===== src/rtl/apb_cmd_slave.sv =====
// APB register slave that forwards CMD writes to a valid/ready command port,
// with a register map of control, command count and read-only status words.
module apb_cmd_slave #(
    parameter int DATA_W     = 32,
    parameter int ADDR_W     = 8,
    parameter int NUM_STATUS = 4,
    parameter int TIMEOUT    = 16
) (
    input  logic                         pclk,
    input  logic                         n_rst,
    input  logic                         PSEL,
    input  logic                         PENABLE,
    input  logic                         PWRITE,
    input  logic [ADDR_W-1:0]            PADDR,
    input  logic [DATA_W-1:0]            PWDATA,
    output logic [DATA_W-1:0]            PRDATA,
    output logic                         PREADY,
    output logic                         PSLVERR,
    input  logic [NUM_STATUS*DATA_W-1:0] status_in,
    output logic [DATA_W-1:0]            cmd_data,
    output logic                         cmd_valid,
    input  logic                         cmd_ready
);

    localparam int IW = ADDR_W - 2;
    localparam int CW = (TIMEOUT > 1) ? $clog2(TIMEOUT) : 1;
    localparam logic [CW-1:0] TO_LAST  = CW'((TIMEOUT > 0) ? TIMEOUT - 1 : 0);
    localparam logic [IW-1:0] IDX_CMD  = IW'(0);
    localparam logic [IW-1:0] IDX_CTRL = IW'(1);
    localparam logic [IW-1:0] IDX_CNT  = IW'(2);

    typedef enum logic [1:0] {IDLE, ACCESS, CMD_WAIT} state_t;

    state_t            state_reg, state_next;
    logic [IW-1:0]     idx_reg;
    logic              write_reg;
    logic              err_reg;
    logic              ctrl_en_reg;
    logic [DATA_W-1:0] wdata_reg;
    logic [DATA_W-1:0] rdata_reg;
    logic [DATA_W-1:0] last_cmd_reg;
    logic [DATA_W-1:0] cmd_count_reg;
    logic [CW-1:0]     wait_cnt_reg;

    logic [IW-1:0]     idx_in;
    logic [DATA_W-1:0] rd_mux;
    logic              idx_mapped, idx_ro, setup_err;
    logic              setup_fire, ctrl_we, cmd_accept, timeout_hit;
    logic [DATA_W-1:0] status_w [NUM_STATUS];
    logic              unused_paddr_lsb;

    assign idx_in           = PADDR[ADDR_W-1:2];
    assign unused_paddr_lsb = ^PADDR[1:0];

    generate
        for (genvar gi = 0; gi < NUM_STATUS; gi++) begin : g_status
            assign status_w[gi] = status_in[gi*DATA_W +: DATA_W];
        end
    endgenerate

    // Register-map decode for the address presented during setup
    always_comb begin
        rd_mux     = '0;
        idx_mapped = 1'b0;
        idx_ro     = 1'b0;
        if (idx_in == IDX_CMD) begin
            rd_mux     = last_cmd_reg;
            idx_mapped = 1'b1;
        end else if (idx_in == IDX_CTRL) begin
            rd_mux     = {{(DATA_W-1){1'b0}}, ctrl_en_reg};
            idx_mapped = 1'b1;
        end else if (idx_in == IDX_CNT) begin
            rd_mux     = cmd_count_reg;
            idx_mapped = 1'b1;
            idx_ro     = 1'b1;
        end
        for (int i = 0; i < NUM_STATUS; i++) begin
            if (idx_in == IW'(i + 3)) begin
                rd_mux     = status_w[i];
                idx_mapped = 1'b1;
                idx_ro     = 1'b1;
            end
        end
        setup_err = !idx_mapped || (PWRITE && idx_ro) ||
                    (PWRITE && (idx_in == IDX_CMD) && !ctrl_en_reg);
    end

    always_comb begin
        state_next  = state_reg;
        setup_fire  = 1'b0;
        ctrl_we     = 1'b0;
        cmd_accept  = 1'b0;
        timeout_hit = 1'b0;
        PREADY      = 1'b1;
        PSLVERR     = 1'b0;
        cmd_valid   = 1'b0;
        case (state_reg)
            IDLE: begin
                if (PSEL && !PENABLE) begin
                    setup_fire = 1'b1;
                    state_next = (PWRITE && (idx_in == IDX_CMD) && ctrl_en_reg) ? CMD_WAIT : ACCESS;
                end
            end
            ACCESS: begin
                PSLVERR    = err_reg;
                ctrl_we    = PSEL && write_reg && (idx_reg == IDX_CTRL) && !err_reg;
                state_next = IDLE;
            end
            CMD_WAIT: begin
                if (!PSEL) begin
                    state_next = IDLE;
                end else begin
                    cmd_valid = 1'b1;
                    PREADY    = cmd_ready;
                    if (cmd_ready) begin
                        cmd_accept = 1'b1;
                        state_next = IDLE;
                    end else if ((TIMEOUT > 0) && (wait_cnt_reg == TO_LAST)) begin
                        // Timed-out command finishes through ACCESS with an error
                        timeout_hit = 1'b1;
                        state_next  = ACCESS;
                    end
                end
            end
            default: state_next = IDLE;
        endcase
    end

    always_ff @(posedge pclk or negedge n_rst) begin
        if (!n_rst) begin
            state_reg <= IDLE;
        end else begin
            state_reg <= state_next;
        end
    end

    always_ff @(posedge pclk or negedge n_rst) begin
        if (!n_rst) begin
            idx_reg       <= '0;
            write_reg     <= 1'b0;
            err_reg       <= 1'b0;
            ctrl_en_reg   <= 1'b1;
            wdata_reg     <= '0;
            rdata_reg     <= '0;
            last_cmd_reg  <= '0;
            cmd_count_reg <= '0;
            wait_cnt_reg  <= '0;
        end else begin
            if (setup_fire) begin
                idx_reg      <= idx_in;
                write_reg    <= PWRITE;
                wdata_reg    <= PWDATA;
                rdata_reg    <= PWRITE ? '0 : rd_mux;
                err_reg      <= setup_err;
                wait_cnt_reg <= '0;
            end
            if (ctrl_we) begin
                ctrl_en_reg <= wdata_reg[0];
            end
            if (cmd_accept) begin
                cmd_count_reg <= cmd_count_reg + DATA_W'(1);
                last_cmd_reg  <= wdata_reg;
            end
            if (timeout_hit) begin
                err_reg <= 1'b1;
            end else if (state_reg == CMD_WAIT) begin
                wait_cnt_reg <= wait_cnt_reg + CW'(1);
            end
        end
    end

    assign PRDATA   = (state_reg == ACCESS) ? rdata_reg : '0;
    assign cmd_data = wdata_reg;

endmodule


===== config.mk =====
export PLATFORM = sky130hd
export DESIGN_NAME = apb_cmd_slave
export DESIGN_NICKNAME = d
export VERILOG_FILES = /design/src/rtl/apb_cmd_slave.sv
export SDC_FILE = /design/constraint.sdc
export NUM_CORES = 1
export LEC_CHECK = 0
export ABC_AREA = 0
export CAP_MARGIN = 20
export CORE_UTILIZATION = 35
export CTS_CLUSTER_DIAMETER = 30
export DETAILED_ROUTE_END_ITERATION = 12
export SLEW_MARGIN = 5
export SYNTH_ARGS = -nofsm -noshare
export SYNTH_HDL_FRONTEND = slang
export SYNTH_SLANG_ARGS = --single-unit

===== constraint.sdc =====
create_clock -name pclk -period 3.6 [get_ports pclk]
set_input_delay 1.08 -clock pclk [delete_from_list [all_inputs] [get_ports pclk]]
set_output_delay 1.08 -clock pclk [all_outputs]
set_load 0.03 [all_outputs]

Word level (Yosys, flattened, before mapping):

Cells that the tools add are included.

* multiplexer cells: 48
* equal/unequal tests: 12
* shift operators: 0
* add/sub/neg operators: 2
* multiply operators: 0
* order comparisons: 0
* reduce and logical (&&, ||, !) cells: 18
* bitwise logic cells: 0
* div/mod/pow operators: 0

Operators by type and width (number)
* $mux 32: 9
* $add 32x1->32 const B: 1
* $mux 1: 30
* $eq 6x3->1 const B: 3
* $eq 6x1->1 const B: 2
* $eq 6x2->1 const B: 2
* $mux 4: 3
* $mux 2: 5
* $logic_and 1x1->1: 8
* $logic_not 6->1: 1
* $add 4x1->4 const B: 1
* $eq 4x4->1 const B: 1
* $logic_not 1->1: 4
* $ne 4x4->1 const B: 1
* $pmux 2 s2: 1
* $eq 2x1->1 const B: 1
* $eq 2x2->1 const B: 1
* $logic_not 2->1: 1
* $logic_or 1x1->1: 2
* $ne 2x2->1 const B: 1
* $reduce_and 2->1: 1
* $reduce_bool 2->1: 1

* logic and storage cells: 90
* RAM bits: 0
* output and inout port bits: 67
* register bits: 143
* bits in latches: 0
* bits of input ports: 174
* memory bits (read-only): 0
* memories: 0

Longest topological paths before layout:

* depth in word-level cells: 13
* depth in mapped cells: 8
* gate-level depth less buffers: 5

Least setup slack after synthesis:

Ideal clock, no wire load.

* kind: input to output
* start: input PSEL
* end: output PREADY
* data arrival time: 1.738 ns
* path slack: 0.782 ns
* path buffers: 0
* stages: 2
* path through: and3b_1 -> nand2_1

* longest elaborated chain between the ends: 2

RTL lines
* start, declared: line 11 `input logic PSEL,`
* $mux 1: line 110 `if (!PSEL) begin`
* $mux 1: line 97 `case (state_reg)`
* end, declared: line 17 `output logic PREADY,`

No other way between the ends.

Worst setup path in the final report:

* start: register state_reg[1]
* end: output PRDATA[0]

* longest elaborated chain between the ends: 2

RTL lines
* start, declared: line 34 `state_t state_reg, state_next;`
* start signal, assigned: line 133 `state_reg <= state_next;`
* $eq 2x1->1: line 172 `assign PRDATA = (state_reg == ACCESS) ? rdata_reg : '0;`
* $mux 32: line 172
* end, declared: line 16 `output logic [DATA_W-1:0] PRDATA,`

No other way between the ends.

==> impl_metrics.tcl <==
set metrics [dict create \
    path_max_fanout 20 \
    combPwrFrac 0.191 \
    gp_congestion 0.846 \
    leakage_nw 4.90 \
    fin_setup_tns_ns 0 \
    min_from "idx_reg[1]$_DFFE_PN0P_" \
    final_cells 1451 \
    reg2regPathDepth 4 \
    row_count 55 \
    post_drt_wl_per_cell_um 18.4 \
    syn_nets 1114 \
    path_clk_slew_ns 0.06 \
    netlist_area_um2 8020 \
    clock_skew_ns 0.0101 \
    htree_levels 4 \
    timing.rr.end "cmd_count_reg[31]$_DFFE_PN0P_" \
    die_y_um 153 \
    die_area_um2 23500 \
    pin_count 241 \
    worstPathArrival_ns 2.24 \
    worst_ep_required_time_ns 2.52 \
    post_cts_buffers 0 \
    syn2layout_area_growth_pct 41.6 \
    routed_wirelength_um 26800 \
    antenna_found_initial 3 \
    ys_warn_count 0 \
    grt_max_degree 79 \
    critPathKind "flop to primary output" \
    cts_resized 0 \
    rsz0062_at_grt "false" \
    fin_crit_ns 3.32 \
    place_ws_ns 0.233 \
    status "complete, no violations" \
    drt_iter0_drc 458 \
    end_kind "primary output" \
    drc 0 \
    min_to "idx_reg[1]$_DFFE_PN0P_" \
    startpoint_type "flop" \
    reg2reg_setup_slack_ns 1.50 \
    fmax_mhz 301 \
    first_pass_iters 5 \
    min_period_over_period 0.924 \
    path_cells "nor2b_2 > buf_4 > and2_1 > clkdlybuf4s50_1" \
    cts_root_buffer "clkbuf_16" \
    seqPwrFrac 0.406 \
    numPortBuffers 238 \
    yosys.area.top_type "dfrtp_1" \
    p_per_area_nw_per_um2 389 \
    coreArea_um2 22600 \
    swShare 0.280 \
    timing.rr.start "cmd_count_reg[5]$_DFFE_PN0P_" \
    dp_cells 1417 \
    ys_seq_area_frac 0.446 \
    synth_cell_types 41 \
    intPower_mw 3.19 \
    cts.path.max_buffers 2 \
    synth_seq_cells 143 \
    p_clk_frac 0.403 \
    p_total_mw 4.43 \
    slew_viol_final 0 \
    via_per_inst 5.10 \
    maxCapViolations 0 \
    cpPeakStageDelay_ns 0.69 \
    hold_buffers 0 \
    grt_use_total 0.234 \
    cts.sinks 143 \
    drive_gt1_frac 0.0954 \
    hold_class "flop to flop" \
    synth_top_area_frac 0.443 \
    num_vias 7393 \
    syn_area_per_cell_um2 8.55 \
    grt_pass1_vias 7302 \
    hold_depth 2 \
    fillers 2192 \
    hold_viol 0 \
    antenna_left 0 \
    slew_headroom 0.518 \
    overflow 0 \
    cts_inserted_buffers 17 \
    peakVddDrop_uv 266 \
    synthTopCellsByArea "dfrtp_1 (44%), nand2_1 (14%), a32oi_2 (6.1%)" \
    grt_pass1_wl_um 42200 \
    dp_hpwl_um 18900 \
    fin_ws_ns 0.275 \
    initial_core_util 0.355 \
    finalSetupViolCount 0 \
    cts_tree "yes" \
    nNetsFinal 1327 \
    syn_inst 938 \
    die_x_um 153 \
    slowest_stage "clkdlybuf4s50_1" \
    worst_skew_pair.late_latency_ns 0.43 \
    switchingPower_mw 1.24 \
    worstMarginPinSlew_ns 0.722 \
]
[placed cells by master, fill, tap and decap left out, types with 2 or more instances in the layout]
cell,instances
a211o_1,2
nor3_1,75
buf_4,29
or2_2,5
clkinv_2,2
o22ai_1,31
o211ai_1,33
ha_1,2
clkdlybuf4s50_1,234
mux2i_1,35
xor2_1,19
nor3_2,2
nor4_1,8
clkbuf_16,17
diode_2,2
clkinvlp_4,4
nand4_1,8
nor2_1,38
clkbuf_8,2
nand2_1,297
inv_6,2
dfrtp_1,142
a32oi_1,2
and4b_1,2
nand3_1,10
o21ai_0,5
xnor2_1,12
nor2b_1,31
inv_1,13
buf_12,6
and4_1,4
and2_1,34
and3_1,2
a32oi_2,30
or3_2,2
bufinv_16,2
nand2b_1,4
clkinv_4,2
[logic make-up after synthesis]
group,count (synthesis),synth area share
simple gates,529,0.298
flops,143,0.446
compound gates,107,0.127
buf+inv,90,0.0465
mux,36,0.0451
xor+xnor,31,0.0338
fa+ha+maj,2,0.00312
[worst max path at each step]
stage,startpoint,end,slack (ns),depth (start not counted)
5_1_grt,state_reg[1]$_DFFE_PN0P_,PRDATA[0],0.21,4
6_report,state_reg[1]$_DFFE_PN0P_,PRDATA[0],0.28,4
2_1_floorplan,PSEL,PREADY,0.78,2
4_1_cts,state_reg[1]$_DFFE_PN0P_,PRDATA[0],0.28,4
3_3_place_gp,PADDR[5],rdata_reg[0]$_DFFE_PN0P_,0.28,6
3_5_place_dp,PADDR[5],rdata_reg[11]$_DFFE_PN0P_,0.23,6
[synth_stat cells]
cell / n
xnor2_1: 12
and2_1: 35
nor3_1: 77
buf_1: 1
a21oi_1: 1
dfrtp_1: 142
nor2_1: 38
o21ai_0: 5
or2_2: 5
a221oi_1: 1
nand2_1: 297
dfstp_2: 1
and4b_1: 2
nand4b_1: 1
nor4_1: 8
mux2_2: 1
or3_1: 3
xor2_1: 19
a311oi_1: 1
a32oi_1: 2
nand4_1: 8
buf_6: 4
a211o_1: 2
clkbuf_1: 67
and4_1: 4
a32oi_2: 30
or4_1: 1
o211ai_1: 33
mux2i_1: 35
o22ai_1: 31
inv_1: 13
and3_1: 2
and3b_1: 1
nor4_2: 1
clkinv_1: 1
o21bai_1: 1
nor2b_1: 32
nand2b_1: 4
ha_1: 2
buf_2: 4
nand3_1: 10
[cell type report]
cell class,count,area (um^2),area share
inverter,14,52.6,0.00462
multi-input combinational,705,4090,0.360
clock buffer,20,457,0.0402
clock inverter,12,135,0.0119
tap,285,357,0.0314
timing repair buffer,270,2690,0.237
antenna,2,5.00,0.000440
sequential,143,3580,0.315
[worst max-delay path: cells and delay by family (launching register included)]
| family | cells | cell delay [ns] |
|---|---|---|
| flops | 1 | 0.44 |
| simple gates | 2 | 0.40 |
| buf+inv | 2 | 0.96 |
[layer usage]
layer | wire length [um] | GRT usage | part of all wire
met1 | 13100 | 0.339 | 0.49
met2 | 11900 | 0.344 | 0.44
met3 | 1280 | 0.0451 | 0.048
met4 | 519 | 0.0829 | 0.019
met5 | 11 | 0 | 0.00041
[power by group through the flow]
stage / Combinational (mW) / Sequential, mW / Clock [mW]
2_1_floorplan: 0.298 / 1.91 / 0
3_3_place_gp: 0.842 / 1.83 / 0
6_report: 0.844 / 1.80 / 1.78
5_1_grt: 0.907 / 1.81 / 1.89
4_1_cts: 0.851 / 1.80 / 1.82
3_5_place_dp: 0.847 / 1.83 / 0
[per-stage QoR]
stage	hold slack, ns	utilization	cell area, um^2
after floorplan	0.437	-	8020
after global placement	0.451	0.477	10800
after detailed placement	0.460	0.477	10800
after CTS	0.472	0.503	11400
after global routing	0.489	0.503	11400
final	0.470	0.503	11400
(Power assumes the default switching activity.)
